## src/rtl/regfile_wb_scheduler.sv

```systemverilog
// Arbitrates the register-file write port between requesters A and B, and tracks pending writes per register.
// Optional REGFILE_WB_BYPASS_EN adds forwarding of the in-flight write to the decode sources.
module regfile_wb_scheduler #(
  parameter int NREG  = 32,
  parameter int AW    = 5,
  parameter int DW    = 32,
  parameter int CNT_W = 2
) (
  input  logic          clk,
  input  logic          reset_n,
  input  logic          stall,
  input  logic          iss_valid,
  input  logic [AW-1:0] iss_waddr,
  output logic          iss_ready,
  input  logic          a_valid,
  input  logic [AW-1:0] a_waddr,
  input  logic [DW-1:0] a_wdata,
  output logic          a_ready,
  input  logic          b_valid,
  input  logic [AW-1:0] b_waddr,
  input  logic [DW-1:0] b_wdata,
  output logic          b_ready,
  input  logic [AW-1:0] rd_addr1,
  input  logic [AW-1:0] rd_addr2,
  output logic          hazard,
  output logic          err,
`ifdef REGFILE_WB_BYPASS_EN
  output logic          byp_hit1,
  output logic          byp_hit2,
  output logic [DW-1:0] byp_data1,
  output logic [DW-1:0] byp_data2,
`endif
  output logic          WrEn_RF,
  output logic [AW-1:0] WAddr_RF,
  output logic [DW-1:0] WD_RF
);

  typedef struct packed {
    logic [AW-1:0] addr;
    logic [DW-1:0] data;
  } wr_req_t;

  localparam logic [CNT_W-1:0] CNT_MAX = '1;

  logic                        rr_q, rr_d;   // 0: A wins a tie, 1: B wins
  logic                        err_q, err_d;
  logic                        wr_en_q, wr_en_d;
  wr_req_t                     wr_q, wr_d;
  logic [NREG-1:0][CNT_W-1:0]  cnt_q, cnt_d;

  logic                        gnt, iss_fire, inc, dec, underflow;
  wr_req_t                     gnt_req;
  logic [1:0][AW-1:0]          src;
  logic [1:0]                  src_inflight;

  always_comb begin
    // Ready is withheld during reset so a request on the bus is not consumed.
    a_ready  = reset_n & ~stall & a_valid & (~b_valid | ~rr_q);
    b_ready  = reset_n & ~stall & b_valid & (~a_valid |  rr_q);
    gnt      = a_ready | b_ready;
    gnt_req  = a_ready ? wr_req_t'{a_waddr, a_wdata} : wr_req_t'{b_waddr, b_wdata};

    rr_d     = a_ready ? 1'b1 : (b_ready ? 1'b0 : rr_q);
    wr_en_d  = gnt && (gnt_req.addr != '0);
    wr_d     = wr_en_d ? gnt_req : wr_q;

    iss_ready = iss_valid & (cnt_q[iss_waddr] != CNT_MAX);
    iss_fire  = iss_ready && (iss_waddr != '0);

    cnt_d     = cnt_q;
    cnt_d[0]  = '0;
    underflow = 1'b0;
    inc       = 1'b0;
    dec       = 1'b0;
    for (int r = 1; r < NREG; r++) begin
      inc = iss_fire && (iss_waddr == AW'(r));
      dec = gnt && wr_en_d && (gnt_req.addr == AW'(r));
      if (inc && !dec)
        cnt_d[r] = cnt_q[r] + CNT_W'(1);
      else if (dec && !inc) begin
        if (cnt_q[r] == '0) underflow = 1'b1;
        else                cnt_d[r] = cnt_q[r] - CNT_W'(1);
      end
    end
    err_d = err_q | underflow;

    // In-flight term: a same-cycle register-file read still returns the old value.
    src    = {rd_addr2, rd_addr1};
    hazard = 1'b0;
    for (int s = 0; s < 2; s++) begin
      src_inflight[s] = wr_en_q && (wr_q.addr == src[s]) && (src[s] != '0);
`ifdef REGFILE_WB_BYPASS_EN
      hazard = hazard | ((src[s] != '0) && (cnt_q[src[s]] != '0));
`else
      hazard = hazard | ((src[s] != '0) && ((cnt_q[src[s]] != '0) || src_inflight[s]));
`endif
    end
  end

  always_ff @(posedge clk) begin
    if (!reset_n) begin
      rr_q    <= 1'b0;
      err_q   <= 1'b0;
      wr_en_q <= 1'b0;
      wr_q    <= '0;
      cnt_q   <= '0;
    end else begin
      rr_q    <= rr_d;
      err_q   <= err_d;
      wr_en_q <= wr_en_d;
      wr_q    <= wr_d;
      cnt_q   <= cnt_d;
    end
  end

  assign err      = err_q;
  assign WrEn_RF  = wr_en_q;
  assign WAddr_RF = wr_q.addr;
  assign WD_RF    = wr_q.data;

`ifdef REGFILE_WB_BYPASS_EN
  assign byp_hit1  = src_inflight[0];
  assign byp_hit2  = src_inflight[1];
  assign byp_data1 = wr_q.data;
  assign byp_data2 = wr_q.data;
`endif

endmodule

```

## config.mk

```make
export PLATFORM = sky130hd
export DESIGN_NAME = regfile_wb_scheduler
export DESIGN_NICKNAME = d
export VERILOG_FILES = /design/src/rtl/regfile_wb_scheduler.sv
export SDC_FILE = /design/constraint.sdc
export NUM_CORES = 1
export LEC_CHECK = 0
export BUFFER_PORTS_ARGS = -buffer_cell sky130_fd_sc_hd__buf_2
export CORE_MARGIN = 2
export CORE_UTILIZATION = 46
export DETAILED_ROUTE_END_ITERATION = 8
export PLACE_DENSITY = 0.82
export SLEW_MARGIN = 20
export SYNTH_ARGS = -nofsm -noshare
export SYNTH_HDL_FRONTEND = slang
export SYNTH_SLANG_ARGS = --single-unit
export TNS_END_PERCENT = 100
```

## constraint.sdc

```tcl
create_clock -name clk -period 2.7 [get_ports clk]
set_input_delay 0.27 -clock clk [delete_from_list [all_inputs] [get_ports clk]]
set_output_delay 0.27 -clock clk [all_outputs]
set_load 0.03 [all_outputs]
```

Yosys cells after proc, flatten, opt, wreduce, memory -nomap -nowiden:

Cells that the tools add are included.

* bits in registers: 104
* input bits: 95
* output and inout port bits: 43
* word-level logic and storage cells: 705

* add/sub/neg operators: 62
* $lt $le $gt $ge: 3
* eq/ne operators: 96
* multiplexer cells: 195
* bitwise operators: 15
* reduce and logical (&&, ||, !) cells: 297

Operators with widths (number)
* $mux 2: 96
* $eq 5x5->1 const B: 32
* $logic_and 1x1->1: 133
* $mux 1: 95
* $eq 5x4->1 const B: 16
* $reduce_bool 2->1: 34
* $ne 2x2->1 const B: 32
* $add 2x1->2 const B: 31
* $logic_not 1->1: 62
* $logic_not 2->1: 31
* $reduce_and 2->1: 31
* $sub 2x1->2 const B: 31
* $eq 5x3->1 const B: 8
* $mux 37: 1
* $bmux 2 s5: 3
* $eq 5x2->1 const B: 4
* $reduce_bool 5->1: 4
* $lt 5x6->1 const B: 3
* $eq 5x1->1 const B: 2
* $eq 5x5->1: 2
* $and 1x1->1: 6
* $or 1x1->1: 5
* $not 1->1: 4
* $logic_or 1x1->1: 2

Depth between registers and ports, before layout:

Gate-level depths: netlist of run 1.

* word-level depth: 103
* gate-level depth with buffers: 16
* depth with buffers taken out: 12

Worst setup path after synthesis of run 1:

OpenSTA, ideal clock, no wires.

* kind: input-to-reg
* start point: input port reset_n
* end point: register err_q (netlist: err)
* setup time: 0.120 ns
* arrival time: 2.524 ns
* required time: 2.580 ns
* setup slack: 0.057 ns
* stages: 15
* buffers on the path: 4
* cell sequence: buf_6 > and3b_1 > buf_6 > nand2_4 > inv_4 > nor3_1 > o21ai_1 > buf_2 > buf_2 > nor3_1 > ha_1 > nor4b_1 > nor4_1 > nand4_1 > o31a_1

* longest elaborated chain between the ends: 102
* elaborated cells between the ends (all ways): 258
* classes of those cells: eq/ne (31); mux (93); bitwise (7); reduce/logical (127)

Ends and longest elaborated chain
* from (decl): line 10 `input logic reset_n,`
* $and 1x1->1: line 58, 59
* $and 1x1->1 (2 in series): line 58 `a_ready = reset_n & ~stall & a_valid & (~b_valid | ~rr_q);`
* $mux 37: line 61 `gnt_req = a_ready ? wr_req_t'{a_waddr, a_wdata} : wr_req_t'{b_waddr, b_wdata};`
* $reduce_bool 5->1: line 64 `wr_en_d = gnt && (gnt_req.addr != '0);`
* $logic_and 1x1->1: line 64
* $logic_and 1x1->1 (2 in series): line 77 `dec = gnt && wr_en_d && (gnt_req.addr == AW'(r));`
* $logic_and 1x1->1 or $logic_not 1->1 (tied branches): line 80, 78
* $mux 1 or $logic_and 1x1->1 (tied branches): line 80, 78
* [... 84 more ...]
* $mux 1: line 78 `if (inc && !dec)`
* $mux 1: line 81 `if (cnt_q[r] == '0) underflow = 1'b1;`
* $mux 1: line 80 `else if (dec && !inc) begin`
* $mux 1: line 78
* $mux 1: line 81
* $mux 1: line 80
* $mux 1: line 78
* $or 1x1->1: line 85 `err_d = err_q | underflow;`
* to (signal assigned): line 109 `err_q <= err_d;`
* to (decl): line 46 `logic err_q, err_d;`

Parallel ways exist; a longest one is shown, timed or not.
A chain may end at the register's enable or synchronous reset.

Final worst setup path of run 1:

* start point: register cnt_q[63] in the netlist's numbering
* end point: register err_q (netlist: err)

* longest elaborated chain between the ends: 101
* elaborated cells between the ends (all ways): 223
* classes of those cells: eq/ne (1); mux (94); bitwise (2); reduce/logical (126)

Ends and longest elaborated chain
* from (decl): line 49 `logic [NREG-1:0][CNT_W-1:0] cnt_q, cnt_d;`
* from (signal assigned): line 112 `cnt_q <= cnt_d;`
* $bmux 2 s5: line 67 `iss_ready = iss_valid & (cnt_q[iss_waddr] != CNT_MAX);`
* $mux 2 (implied by the code): line 67
* $ne 2x2->1: line 67
* $and 1x1->1: line 67
* $logic_and 1x1->1: line 68 `iss_fire = iss_ready && (iss_waddr != '0);`
* $logic_and 1x1->1: line 76 `inc = iss_fire && (iss_waddr == AW'(r));`
* $logic_not 1->1: line 80
* $logic_and 1x1->1: line 80
* [... 85 more ...]
* $mux 1: line 78
* $mux 1: line 81
* $mux 1: line 80
* $mux 1: line 78
* $mux 1: line 81
* $mux 1: line 80
* $mux 1 (*): line 78
* $or 1x1->1 (*): line 85

Every way passes the cells marked *; elsewhere a longest branch is shown, timed or not. The select of a mux whose other input is x is not followed.

==> run summary, run 1 <==
setup TNS - -0.0388 ns
Reg area - 2070 um2
vias in the first global route - 9,231
drt first-iter violations - 1,133
Worst Path Required - 2.96 ns
Final setup viols - 1
Fin. Hold Viols - 0
status - finished, violations left
Slew Limit Fails - 0
Layout Skew - 0.0115 ns
die width - 138 um
Syn-to-layout area delta - 36.0%
r2r worst-path depth - 11
Ys Warns - 0
Pwr Density - 335 nW/um2
Async S/R FF share, synth - 0
Comb power frac - 0.213
internal power - 2520 uW
Leak - 0.00495 uW
critical path arrival - 3.00 ns
WHS Path Cells - 4
routed via count - 9,814
Critical Path Start Type - register
antenna fix cells - 0
share of layout cells above drive strength 1 - 0.335
unrepaired setup endpoints after global routing - yes
Clock Tree Buf Depth - 2
post-layout util - 0.632
sequential power share - 0.418
Unique masters post-synth - 68
reg-to-reg critical path startpoint - cnt_q[63]
Slew @ Worst Pin - 0.672 ns
Clock transition at path regs - 0.09 ns
area of the multi-input gates - 6150 um2
Residual DRC - 0
final wirelength - 30,000 um
violated checks - negative setup slack
chip height - 138 um
fill count - 1,465
CP endpoint kind - register
ys flop type - dfxtp_1
Inst Count DP - 1,593
synthesized area - 8260 um2
RD Place Congestion - 0.982
post-synthesis cell count - 1,095
initial core utilization - 0.465
Detailed Routing Iterations Pass 1 - 6
Syn Area/Cell - 7.54 um2
peak supply drop - 367 uV
total die area - 19,000 um2
hold_sp - a_wdata[12]
Post-synth EDFFs - 0
Tmin final - 2.74 ns
routed vias/inst - 6.05
Setup WS post-layout - -0.0388 ns
port bufs - 137
Total GRT Usage - 0.299
Fmax achieved - 0.365 GHz
fin crit share - 1.01
row count - 49
initial antenna violation count - 0
worst-skew pair later-pin latency - 0.37 ns
H-Tree Depth - 3
Worst Hold Class - input pin to register
Max-Slew Margin vs Limit - 0.552
P_sw - 1240 uW
core area - 17,800 um2
sequential area share after synthesis - 0.247
CTS tree - yes
WS Path Type - register to register
wire per inst - 18.5 um
Sink Count - 102
max_cap viols - 0
Synth Net Count - 1,252
Routed Antenna Nets - 0
CP Max Fanout - 5
total I/O pin count - 138
WHS - 0.249 ns
final non-filler cell total - 1,622
grt total ovfl - 0
critical path startpoint - cnt_q[63]
fin nets - 1,545
Sw Share - 0.330
Seq cells post-synth - 102
Clock Power Share - 0.370
first-pass GRT wire length - 46,700 um
post-DP HPWL - 22,300 um
CTS root buf - clkbuf_16
TritonCTS buffer count - 9
pin count of the biggest net entering global routing - 59
worst slack, placed - -0.441 ns
## worst max-delay path: stages, from the launching register on
cell	delay, ns
dfxtp_2	0.32
nand3_1	0.08
o21ai_0	0.08
mux4_2	0.58
or3_4	0.43
buf_4	0.15
nor2_2	0.09
ha_2	0.20
nor4b_1	0.07
nor4_1	0.20
nand4_1	0.17
o31a_1	0.26
## final timing paths
| path | end | slack, ns |
|---|---|---|
| max | err | -0.04 |
| min | WD_RF[12] | 0.25 |
| max reg2reg | err | -0.04 |
| min reg2reg | rr_q | 0.50 |
## cell usage after synthesis, types with 20 or more instances
library cell | instances | area share
dfxtp_1 | 102 | 0.25
nand3_1 | 20 | 0.012
ha_1 | 62 | 0.094
nor4b_1 | 23 | 0.024
o21ai_0 | 108 | 0.065
inv_1 | 26 | 0.012
clkbuf_1 | 36 | 0.016
nand2_1 | 138 | 0.063
nand4_1 | 37 | 0.028
nor2_1 | 89 | 0.040
a21oi_1 | 71 | 0.043
nor3_1 | 52 | 0.032
nor2b_1 | 64 | 0.048
nor3b_1 | 33 | 0.030
o211a_1 | 36 | 0.044
or3_1 | 32 | 0.024
## cell type report
cell class	instances	share of cell area
Clock buffer	9	0.0200
Clock inverter	7	0.00757
Inverter	29	0.00991
Multi-Input combinational cell	905	0.548
Sequential cell	102	0.184
Tap cell	229	0.0255
Timing Repair Buffer	341	0.205
## power groups by stage
| stage | clock network [uW] | registers, uW | logic (uW) |
|---|---|---|---|
| 2_1_floorplan | 0 | 1680 | 337 |
| 3_3_place_gp | 0 | 1610 | 727 |
| 3_5_place_dp | 0 | 1610 | 740 |
| 4_1_cts | 1400 | 1570 | 750 |
| 5_1_grt | 1460 | 1580 | 847 |
| 6_report | 1390 | 1570 | 801 |
## repair_timing
action                                 4_1_cts  5_1_grt
setup endpoints to repair                    5       11
cloned                                       0        1
resized for setup                           20       90
hold buffers                                 0        0
endpoints found under the hold margin        0        0
pin swaps                                    4       28
buffers inserted                             1       11
## metal layers
layer,GRT usage,wire length (um)
met1,0.365,11500
met2,0.501,13700
met3,0.0655,2970
met4,0.142,1880
met5,0,0
## logic make-up (layout without fill, tap and decap cells)
family | Yosys count | count (layout) | synth area share
compound gates | 270 | 270 | 0.208
xor+xnor | 10 | 10 | 0.0106
fa+ha+maj | 62 | 62 | 0.0939
buf+inv | 89 | 386 | 0.0486
flops | 102 | 102 | 0.247
mux | 16 | 16 | 0.0406
simple gates | 546 | 547 | 0.351
## cell usage in the layout (no fill, tap or decap), drive strengths merged, types with 10 or more instances in the layout
| master | synthesis | routed |
|---|---|---|
| buf | 24 | 341 |
| nand2 | 139 | 139 |
| o21ai | 113 | 113 |
| dfxtp | 102 | 102 |
| nor2 | 89 | 89 |
| a21oi | 71 | 71 |
| nor2b | 64 | 64 |
| ha | 62 | 62 |
| nor3 | 52 | 52 |
| nand4 | 37 | 37 |
| o211a | 36 | 36 |
| nor3b | 33 | 33 |
| or3 | 32 | 32 |
| inv | 29 | 30 |
| nor4b | 23 | 23 |
| nand3 | 20 | 20 |
| mux4 | 14 | 14 |
| nor4 | 14 | 14 |
| a31oi | 11 | 11 |
| nand2b | 9 | 10 |
## registers in the layout (all words and copies together) (netlist names)
name,count
WAddr_RF,5
WD_RF,32
rr_q,1
WrEn_RF,1
err,1
cnt_q,62
## metrics by stage
| stage | cell area (um2) | power [uW] |
|---|---|---|
| 2_1_floorplan | 8260 | 2020 |
| 3_3_place_gp | 10400 | 2330 |
| 3_5_place_dp | 10400 | 2350 |
| 4_1_cts | 10800 | 3730 |
| 6_report | 11200 | 3770 |
| 5_1_grt | 11200 | 3890 |
Note: power is estimated with default switching activity, not from simulation.
==> run 2: changes to the inputs <==
ABC_AREA = 1   (was not set)
CTS_BUF_LIST = sky130_fd_sc_hd__clkbuf_4   (was not set)
==> run summary, run 2 <==
status - complete, no violations
Final setup viols - 0
total die area - 19,400 um2
total power - 3260 uW
Post-synth top cells - nand2_1, nor2_1, inv_1, dfxtp_1, nand3_1
critical path arrival - 3.14 ns
Total GRT Usage - 0.290
post-DP HPWL - 23,000 um
Detailed Routing Iterations Pass 1 - 5
CTS root buf - clkbuf_4
slowest cell on the critical path - dfxtp_2
max_cap viols - 0
most frequent cells in the layout - nand2_1, nor2_1, inv_1
Placement Cell Area - 10,300 um2
grt total ovfl - 0
die width - 139 um
Synth Net Count - 1,575
core area - 18,000 um2
Clock Tree Buf Depth - 2
Fmax achieved - 0.373 GHz
Syn-to-layout area delta - 31.9%
wire per inst - 15.6 um
WHS - 0.0496 ns
peak supply drop - 259 uV
WS Path Type - register to register
ys flop type - dfxtp_1
Max-Slew Margin vs Limit - 0.527
crit path cell chain - nand2_4 > nand3_4 > buf_12 > o21ai_4 > nand2_4 > buf_4 > nor2_2 > inv_1 > buf_4 > nor2_4 > inv_2 > ha_2 > inv_2 > nand2_2 > o22ai_4 > nor2_1 > nand4_1 > nor2_2 > a21oi_1
Syn Area/Cell - 5.95 um2
Tmin final - 2.68 ns
CTS tree - yes
first-pass GRT wire length - 45,400 um
Biggest register - cnt_q
Slew @ Worst Pin - 0.710 ns
Critical Path Start Type - register
unrepaired setup endpoints after global routing - yes
Synth area leaders - dfxtp_1, nand2_1, nor2_1
Residual DRC - 0
Post-synth EDFFs - 0
fin nets - 1,832
post-synthesis cell count - 1,418
max reg flops - 62
routed vias/inst - 5.36
antenna fix cells - 0
Fin. Hold Viols - 0
chip height - 139 um
final wirelength - 29,900 um
row count - 49
Worst Hold Class - input pin to register
Layout Skew - 0.0285 ns
Pwr Density - 293 nW/um2
initial antenna violation count - 0
setup TNS - 0 ns
Ys Warns - 0
pin count of the biggest net entering global routing - 58
Leak - 0.00522 uW
worst-skew pair later-pin latency - 0.53 ns
CTS Hold Bufs - 0
H-Tree Depth - 3
Slew Limit Fails - 0
TritonCTS buffer count - 9
Worst Path Required - 3.16 ns
Routed Antenna Nets - 0
port bufs - 137
post-synth top area cell - dfxtp_1
share of layout cells above drive strength 1 - 0.295
Clock transition at path regs - 0.21 ns
Async S/R FF share, synth - 0
drt first-iter violations - 1,060
top-area cell type share of the netlist area - 0.242
routed via count - 10,200
slowest cell delay on critical path - 0.38 ns
Sink Count - 102
vias in the first global route - 9,301
synthesized area - 8440 um2
CP Max Fanout - 4
Crit path max-delay family - simple AND/OR/NAND/NOR gates
Unique masters post-synth - 36
Crit path buffers/inverters - 6
total I/O pin count - 138
initial core utilization - 0.470
CP endpoint kind - register
commonest non-fill, non-tap cell in the layout - nand2_1
top-count cell post-synth - nand2_1
sequential area share after synthesis - 0.242
post-route cell area - 11,100 um2
Seq cells post-synth - 102
fin crit share - 0.993
RD Place Congestion - 0.997
-- run 2: cell types whose count changed in the layout (fill, tap and decap cells not counted), moves of 56 or more --
cell,delta
nand2_1,+221
inv_1,+159
nor2_1,+130
nor2b_1,-64
o21ai_0,-61
buf_4,-56
-- run 2: where the power goes --
part	internal [uW]	total [uW]	switching, uW
registers	1550	1580	26.8
clock network	227	865	638
logic	299	825	526
total	2070	3260	1190
-- run 2: final timing paths --
| kind | cells after the start | slack [ns] | endpoint | start |
|---|---|---|---|---|
| worst max-delay path | 19 | 0.02 | err | rr_q |
| worst min-delay path | 5 | 0.05 | WD_RF[7] | b_wdata[7] |
| worst max register to register | 19 | 0.02 | err | rr_q |
| worst min register to register | 2 | 0.50 | WD_RF[16] | WD_RF[16] |
-- run 2: what timing repair did --
| item | 4_1_cts | 5_1_grt |
|---|---|---|
| endpoints found under the setup margin | 25 | 38 |
| buffers inserted | 4 | 9 |
| pin swaps | 3 | 27 |
| gates cloned | 1 | 0 |
| gates resized for setup | 18 | 154 |
-- run 2: final cells by class --
cell class / instances / area, um2
Inverter: 229 / 870
Timing Repair Buffer: 289 / 1970
Fill cell: 1670 / 6840
Clock buffer: 10 / 75.1
Sequential cell: 102 / 2050
Multi-Input combinational cell: 1044 / 5810
Tap cell: 229 / 287
Clock inverter: 6 / 65.1
-- run 2: per-layer routing --
layer | vias up | part of all wire | global-route usage
met5 | - | 0 | 0
met4 | 0 | 0.047 | 0.128
met3 | 81 | 0.093 | 0.0571
met2 | 509 | 0.47 | 0.495
met1 | 4636 | 0.39 | 0.353
li1 | 5011 | - | -
-- run 2: logic make-up (layout without fill, tap and decap cells) --
group                      Yosys count  count (layout)  share of synthesized area
buffers and inverters              273             534                      0.132
DFF                                102             102                      0.242
and+or+nand+nor                    769             770                      0.382
adders and majority gates           64              64                     0.0943
AOI/OAI and AO/OA                  206             206                      0.146
xor gates and xnor gates             4               4                    0.00415
-- run 2: worst register-to-register path: stages, from the launching register on --
cell and delay, ns:
dfxtp_2 0.38, nand2_4 0.10, nand3_4 0.14, buf_12 0.18
o21ai_4 0.21, nand2_4 0.09, buf_4 0.15, nor2_2 0.10
inv_1 0.05, buf_4 0.13, nor2_4 0.14, inv_2 0.05
ha_2 0.18, inv_2 0.06, nand2_2 0.08, o22ai_4 0.20
nor2_1 0.08, nand4_1 0.12, nor2_2 0.05, a21oi_1 0.13
-- run 2: metrics by stage --
step / utilization / std cells / worst slack [ns]
3_5_place_dp: 0.574 / 1879 / -0.247
3_3_place_gp: 0.574 / 1879 / -0.175
6_report: 0.619 / 1909 / 0.0195
5_1_grt: 0.619 / 1909 / -0.112
4_1_cts: 0.588 / 1900 / 0.0103
2_1_floorplan: - / 1418 / 0.155
